### config.mk
export PLATFORM = sky130hd
export DESIGN_NAME = lsu_ctrl
export DESIGN_NICKNAME = d
export VERILOG_FILES = /design/src/rtl/lsu_ctrl.sv
export SDC_FILE = /design/constraint.sdc
export NUM_CORES = 1
export LEC_CHECK = 0
export ABC_AREA = 1
export CORE_ASPECT_RATIO = 1.2
export CORE_MARGIN = 5
export CORE_UTILIZATION = 48
export DETAILED_ROUTE_END_ITERATION = 6
export PLACE_DENSITY = 0.88
export SLEW_MARGIN = 10
export SYNTH_ARGS = -nofsm -noshare
export SYNTH_HDL_FRONTEND = slang
export SYNTH_SLANG_ARGS = --single-unit
export TNS_END_PERCENT = 5
### constraint.sdc
create_clock -name i_clk -period 2.3 [get_ports i_clk]
set_input_delay 0.345 -clock i_clk [delete_from_list [all_inputs] [get_ports i_clk]]
set_output_delay 0.345 -clock i_clk [all_outputs]
set_load 0.1 [all_outputs]
### src/rtl/lsu_ctrl.sv
// rtl/lsu_ctrl.sv - load/store controller: one LW/LB/SW per access, req/rdy memory handshake
// Stalls execute until the access completes; flags misaligned word accesses and memory timeouts.
module lsu_ctrl #(
  parameter int TIMEOUT_CYC = 255,
  parameter int CNT_W       = 8
) (
  input  logic        i_clk,
  input  logic        i_rst,
  input  logic        i_start,
  input  logic        i_is_lw,
  input  logic        i_is_lb,
  input  logic        i_is_sw,
  input  logic [15:0] i_addr,
  input  logic [15:0] i_wdata,
  output logic [15:0] o_rdata,
  output logic        o_stall,
  output logic        o_done,
  output logic        o_err,
  output logic        o_mem_req,
  output logic        o_mem_we,
  output logic [14:0] o_mem_ad,
  output logic [1:0]  o_mem_be,
  output logic [15:0] o_mem_wdata,
  input  logic        i_mem_rdy,
  input  logic [15:0] i_mem_rdata
);

  typedef enum logic [1:0] {IDLE, REQ, DONE} state_t;

  localparam logic [CNT_W-1:0] CNT_LAST = CNT_W'(TIMEOUT_CYC - 1);

  state_t           r_state;
  state_t           w_next;
  logic             r_is_sw;
  logic             r_is_lb;
  logic             r_addr0;
  logic [CNT_W-1:0] r_cnt;
  logic [15:0]      r_rdata;
  logic             r_err;
  logic             r_mem_we;
  logic [14:0]      r_mem_ad;
  logic [1:0]       r_mem_be;
  logic [15:0]      r_mem_wdata;

  logic w_accept;
  logic w_sel_sw;
  logic w_sel_lw;
  logic w_word;
  logic w_misalign;
  logic w_timeout;

  // Type priority SW > LW > LB; anything not SW/LW that was accepted is LB.
  assign w_accept   = (r_state == IDLE) && i_start && (i_is_lw || i_is_lb || i_is_sw);
  assign w_sel_sw   = i_is_sw;
  assign w_sel_lw   = !i_is_sw && i_is_lw;
  assign w_word     = w_sel_sw || w_sel_lw;
  assign w_misalign = w_word && i_addr[0];
  // Abort on the REQ cycle whose missed rdy would bring the wait count to TIMEOUT_CYC.
  assign w_timeout  = (r_state == REQ) && !i_mem_rdy && (r_cnt >= CNT_LAST);

  always_ff @(posedge i_clk) begin
    if (i_rst) begin
      r_state <= IDLE;
    end else begin
      r_state <= w_next;
    end
  end

  always_comb begin
    w_next = r_state;
    case (r_state)
      IDLE: begin
        if (w_accept) begin
          w_next = w_misalign ? DONE : REQ;
        end
      end
      REQ: begin
        if (i_mem_rdy || w_timeout) begin
          w_next = DONE;
        end
      end
      DONE:    w_next = IDLE;
      default: w_next = IDLE;
    endcase
  end

  always_comb begin
    o_stall   = w_accept || (r_state == REQ);
    o_done    = (r_state == DONE);
    o_mem_req = (r_state == REQ);
  end

  always_ff @(posedge i_clk) begin
    if (i_rst) begin
      r_is_sw     <= 1'b0;
      r_is_lb     <= 1'b0;
      r_addr0     <= 1'b0;
      r_cnt       <= '0;
      r_rdata     <= 16'h0000;
      r_err       <= 1'b0;
      r_mem_we    <= 1'b0;
      r_mem_ad    <= 15'h0000;
      r_mem_be    <= 2'b00;
      r_mem_wdata <= 16'h0000;
    end else begin
      case (r_state)
        IDLE: begin
          if (w_accept) begin
            r_err   <= w_misalign;
            r_cnt   <= '0;
            r_is_sw <= w_sel_sw;
            r_is_lb <= !w_word;
            r_addr0 <= i_addr[0];
            if (!w_misalign) begin
              r_mem_we    <= w_sel_sw;
              r_mem_ad    <= i_addr[15:1];
              r_mem_be    <= w_word ? 2'b11 : (i_addr[0] ? 2'b10 : 2'b01);
              r_mem_wdata <= i_wdata;
            end
          end
        end
        REQ: begin
          if (i_mem_rdy) begin
            if (r_is_lb) begin
              r_rdata <= {8'h00, (r_addr0 ? i_mem_rdata[15:8] : i_mem_rdata[7:0])};
            end else if (!r_is_sw) begin
              r_rdata <= i_mem_rdata;
            end
          end else begin
            if (r_cnt != {CNT_W{1'b1}}) begin
              r_cnt <= r_cnt + 1'b1;
            end
            if (w_timeout) begin
              r_err   <= 1'b1;
              r_rdata <= 16'hFFFF;
            end
          end
        end
        default: ;
      endcase
    end
  end

  assign o_rdata     = r_rdata;
  assign o_err       = r_err;
  assign o_mem_we    = r_mem_we;
  assign o_mem_ad    = r_mem_ad;
  assign o_mem_be    = r_mem_be;
  assign o_mem_wdata = r_mem_wdata;

endmodule

==> reports/metrics.yaml <==
run_status:
  outcome: "finished, final reports clean"
timing:
  slew_headroom_pct: 53.2
  rsz0062_at_grt: "false"
  layout_min_cycle_time_ps: 1980
  finClkSkew_ps: 7.25
  clock.fmax_mhz: 505
  hold_viol: 0
  finalSetupTns_ps: 0
  whs_ps: 445
  tightestPinTransition_ps: 701
  maxSlewViolCount: 0
  period_share_pct: 86.1
  setup_viol: 0
place:
  gp_congestion: 0.871
  hpwlAfterDp_microns: 5670
  port_buffers: 108
worst_setup_path:
  r2r-start: "r_is_lb$_SDFFE_PP0P_"
  crit_arrival_ps: 1630
  reg2reg_to: "o_rdata[2]$_SDFFE_PP0P_"
  reg2reg_slack_ps: 540
  cpMostUsedCell: "nand2_2"
  worstRegToRegCells: 6
  cp-start-kind: "primary input"
  path_max_fanout: 7
  cp_num_cells: 6
  critical_path_class: "in2out"
  cp_num_buf_inv: 2
  crit_path_top_delay_cell: "clkdlybuf4s50_1"
  crit_chain: "clkdlybuf4s50_1 > nor2_1 > nand2_1 > nand2_2 > nand2_2 > buf_12"
  max_stage_delay_ps: 470
  cp_top_family: "buffers and inverters"
  crit_required_ps: 1960
  endpoint_kind: "output port"
synth:
  avgSynthCellArea_sq_um: 7.16
  synth_edf_count: 0
  synthArstFlopShare_pct: 0
  ys_seq_area_share_pct: 43.4
  synth_cells: 412
  syn_nets: 469
  yosys_warnings: 0
  synth_flop_cell: "dfxtp_1"
  synth-seq-cells: 64
  synth_cell_types: 30
  syn_area_sq_um: 2950
cells_and_area:
  area_delta_synth_final_pct: 38.0
  nets: 567
  fillers: 507
  multiInputGateArea_sq_um: 1410
  drive_gt1_share_pct: 17.3
  regArea_sq_um: 1280
  n_antenna_cell: 0
floorplanning:
  start_util_pct: 49.1
  die_x_microns: 81.6
  die_height_microns: 95.9
  dieArea_sq_um: 7820
  rows: 31
  io_pins: 109
  design.core.area_sq_um: 6010
routing:
  dr.pass1.iters: 4
  wl_per_cell_microns: 13.4
  avgViaCountPerCell: 5.12
  first_iter_violations: 125
  drtAntennaViolNets: 0
  wirelength_microns: 7960
  vias: 3048
  drcViolationCount: 0
global_route:
  globalRouteOverflowTotal: 0
  grt_start_max_net_pins: 43
  antenna_found_initial: 0
  grt_pass1_vias: 2821
  grt.total_usage_pct: 20.3
  grt_pass1_wl_microns: 12500
clock_tree:
  htreeDepth: 3
  tritoncts: "done"
  cts_root_buffer: "clkbuf_8"
  hold_buffers: 0
  cts_resized: 0
  cts.reportedPaths.clkPinSlew_ps: 60
  clockBufferDepth: 2
  cts_sinks: 64
  clk_latency_ps: 330
  cts_buffers: 9
  post-cts-setup-buffer-count: 0
worst_hold_path:
  min_path_cells: 2
  min_from: "o_mem_be[1]$_SDFFE_PP0P_"
  hold_path_end: "o_mem_be[1]$_SDFFE_PP0P_"
  hold_path.class: "reg2reg"
job:
  maxCapViolations: 0
pwr:
  vdd_drop_max_uv: 497
  cellPowerDensity_nw_per_um2: 718
  p_leak_nw: 1.69
## worst reg2reg max path: cells and delay by family, from the launching register on
kind	cells	cell delay, ps
flip-flops	1	530
AO/OA/AOI/OAI	1	210
AND/OR/NAND/NOR	3	270
buffers and inverters	2	660
## cells in the mapped netlist, types with 3 or more instances
cell | number | share of area (%)
a21oi_1 | 77 | 13
buf_2 | 3 | 0.51
buf_4 | 7 | 1.8
buf_6 | 5 | 1.9
clkbuf_1 | 9 | 1.1
dfxtp_1 | 64 | 43
inv_1 | 19 | 2.4
nand2_1 | 97 | 12
nand2_2 | 3 | 0.64
nand3_1 | 69 | 12
nor2_1 | 34 | 4.3
o21ai_0 | 3 | 0.51
## kinds of logic (layout without fill, tap and decap cells)
kind of cell | count (synthesis) | in the layout | share of synthesized area (%)
adders and majority gates | 2 | 2 | 0.848
buffers and inverters | 50 | 151 | 8.82
DFF | 64 | 64 | 43.4
and+or+nand+nor | 211 | 211 | 31.4
AOI/OAI and AO/OA | 84 | 84 | 15.2
xor gates and xnor gates | 1 | 1 | 0.297
## layer usage
metal	part of all wire [%]	track usage, %	routed length (microns)	vias to the layer above
met2	45	32.2	3610	103
met1	42	23.6	3330	1375
met5	0	0	0	-
met3	11	9.64	869	14
li1	-	-	-	1556
met4	1.9	7.76	148	0
## power breakdown
part	total, mW	switching [mW]	internal [mW]	leakage, nW
Combinational	0.898	0.653	0.245	1.08
Sequential	1.21	0.0412	1.17	0.522
Clock	0.814	0.412	0.402	0.0838
## cells in the final DEF (no fill, tap or decap), types with 2 or more instances in the layout
| master | netlist | routed |
|---|---|---|
| a21oi_1 | 77 | 77 |
| buf_12 | 0 | 3 |
| buf_4 | 7 | 56 |
| clkbuf_8 | 0 | 10 |
| clkdlybuf4s50_1 | 0 | 54 |
| clkinv_2 | 0 | 3 |
| dfxtp_1 | 64 | 64 |
| ha_1 | 2 | 2 |
| inv_1 | 19 | 19 |
| inv_2 | 2 | 2 |
| inv_4 | 2 | 2 |
| nand2_1 | 97 | 96 |
| nand2_2 | 3 | 4 |
| nand3_1 | 69 | 69 |
| nor2_1 | 34 | 34 |
| o21ai_0 | 3 | 3 |
## state kept, by name (all words and copies together) (netlist names)
| register | count |
|---|---|
| o_mem_ad | 15 |
| o_err | 1 |
| r_addr0 | 1 |
| o_mem_we | 1 |
| r_is_sw | 1 |
| o_mem_be | 2 |
| o_rdata | 16 |
| r_is_lb | 1 |
| r_cnt | 8 |
| o_mem_wdata | 16 |
| r_state | 2 |
## stage by stage
step / power, mW / worst slack, ps / std cells / utilization (%) / cell area (sq um)
floorplan: 1.89 / 241 / 412 / - / 2950
global placement: 2.12 / 341 / 581 / 65.1 / 3910
detailed placement: 2.13 / 260 / 581 / 65.1 / 3910
CTS: 2.94 / 329 / 595 / 67.7 / 4070
global route: 3.05 / 242 / 595 / 67.7 / 4070
finish: 2.92 / 321 / 595 / 67.7 / 4070
## area by class of cell
type / instances / share of cell area, %
inverters: 24 / 2.34
multi-input cells: 298 / 34.7
well taps: 82 / 2.52
clock buffers: 10 / 3.38
clock inverters: 4 / 0.553
repair buffers: 113 / 25.1
flip-flops and latches: 64 / 31.5
## worst max path at each step
stage                                       start                       to  slack (ps)
final                                     i_is_sw                  o_stall         320
after global routing                      i_is_sw                  o_stall         240
after CTS                                 i_is_sw                  o_stall         330
after detailed placement                i_mem_rdy  o_rdata[2]$_SDFFE_PP0P_         260
after global placement                    i_is_sw                  o_stall         340
after floorplan           r_state[0]$_SDFFE_PP0P_    r_cnt[5]$_SDFFE_PP0P_         240
(Power assumes the default switching activity.)
==> variant, RTL diff (same flow settings) <==
Set the parameter `CNT_W` to 12 (it was 8).
--- a/src/rtl/lsu_ctrl.sv
+++ b/src/rtl/lsu_ctrl.sv
@@ -3,5 +3,5 @@
 module lsu_ctrl #(
   parameter int TIMEOUT_CYC = 255,
-  parameter int CNT_W       = 8
+  parameter int CNT_W       = 12
 ) (
   input  logic        i_clk,
Check against the original RTL: no difference found for any inputs over 10 cycles, from zero or initial values and one cycle with i_rst high; that may be too few to reach the edited logic, so the function may still have changed.
==> variant against the original RTL <==
  * Sequential cell count rose by 4
  * First-iteration DRC count up 23%
  * Wire length up 3.5%
  * Worst setup slack lost 0.018 ns
  * Global-route usage is 0.11 points lower
  * Cell area increased by 5.1%
  * Combinational power shrank 6.3%
  * Non-clock buffer count unchanged
  * Synthesized area increased by 5.0%
  * Critical path depth up 2
  * Worst hold slack improved by 0.026 ns
  * Total power increased by 7.0%
  * Critical endpoint unchanged
==> variant: results (changes against the original RTL) <==
| Metric | Value |
|---|---|
| Met1 usage | `21.10% (was 23.60%)` |
| Clock Skew | `0.009684 ns (was 0.007250 ns)` |
| DR WL/cell | `13.04 µm (was 13.38 µm)` |
| Pwr dens | `731.0 nW/µm² (was 717.9 nW/µm²)` |
| Synth Area in XOR/XNOR | `0.2826% (was 0.2969%)` |
| Share of power burned in registers | `40.8% (was 41.4%)` |
| Largest fanout on the critical path | `6 (was 7)` |
| Final WL | `8241 µm (was 7962 µm)` |
| R2r startpoint | `r_cnt[0] (was r_is_lb)` |
| Hold Path Origin | `o_mem_ad[2] (was o_mem_be[1])` |
| Combinational power share | `26.9% (was 30.7%)` |
| WP data arrival | `1.65 ns (was 1.63 ns)` |
| Vias/cell | `4.910 (was 5.123)` |
| Cell Area, Placed | `4075 µm² (was 3911 µm²)` |
| Met2 GRT Util | `35.86% (was 32.20%)` |
| Met3 WL post-DR | `686 µm (was 869 µm)` |
| Status | `completed (unchanged)` |
| Complex-gate fraction of the synthesized area | `11.83% (was 15.18%)` |
| Met3 Track Usage GR | `8.354% (was 9.644%)` |
| GRT Total Usage | `20.18% (was 20.29%)` |
| Slew @ Worst Pin | `0.5853 ns (was 0.7006 ns)` |
| DP HPWL | `6105 µm (was 5666 µm)` |
| Yosys cell types | `31 (was 30)` |
| Max incr delay on CP | `0.53 ns (was 0.47 ns)` |
| Clk_lat worst skew | `0.35 ns (was 0.33 ns)` |
| Dpl ws | `0.2132 ns (was 0.2599 ns)` |
| DRT iter0 DRCs | `154 (was 125)` |
| Top cells by count, synth | `nand2_1 (139), nor2_1 (70), dfxtp_1 (68), a21oi_1 (44), inv_1 (26) (was nand2_1 (97), a21oi_1 (77), nand3_1 (69), dfxtp_1 (64), nor2_1 (34))` |
[variant: worst paths after layout]
path / end / slack, ns / cells past startpoint
worst min-delay path: o_mem_ad[2] / 0.47 / 2
worst min register to register: o_mem_ad[2] / 0.47 / 2
worst max register to register: o_rdata[2] / 0.38 / 10
worst max-delay path: o_stall / 0.30 / 8
[variant: kinds of logic (layout without fill, tap and decap cells)]
| family | Yosys count | count (layout) |
|---|---|---|
| xor+xnor | 1 | 1 |
| compound gates | 63 | 63 |
| fa+ha+maj | 2 | 2 |
| simple gates | 251 | 251 |
| flops | 68 | 68 |
| buf+inv | 51 | 162 |
[variant: cell type report]
type / count / area (µm²)
fill: 535 / 2088
multi-input combinational: 317 / 1484
sequential: 68 / 1361
timing repair buffer: 113 / 996.0
clock buffer: 11 / 141.4
inverter: 33 / 127.6
tap: 85 / 106.4
clock inverter: 5 / 61.31
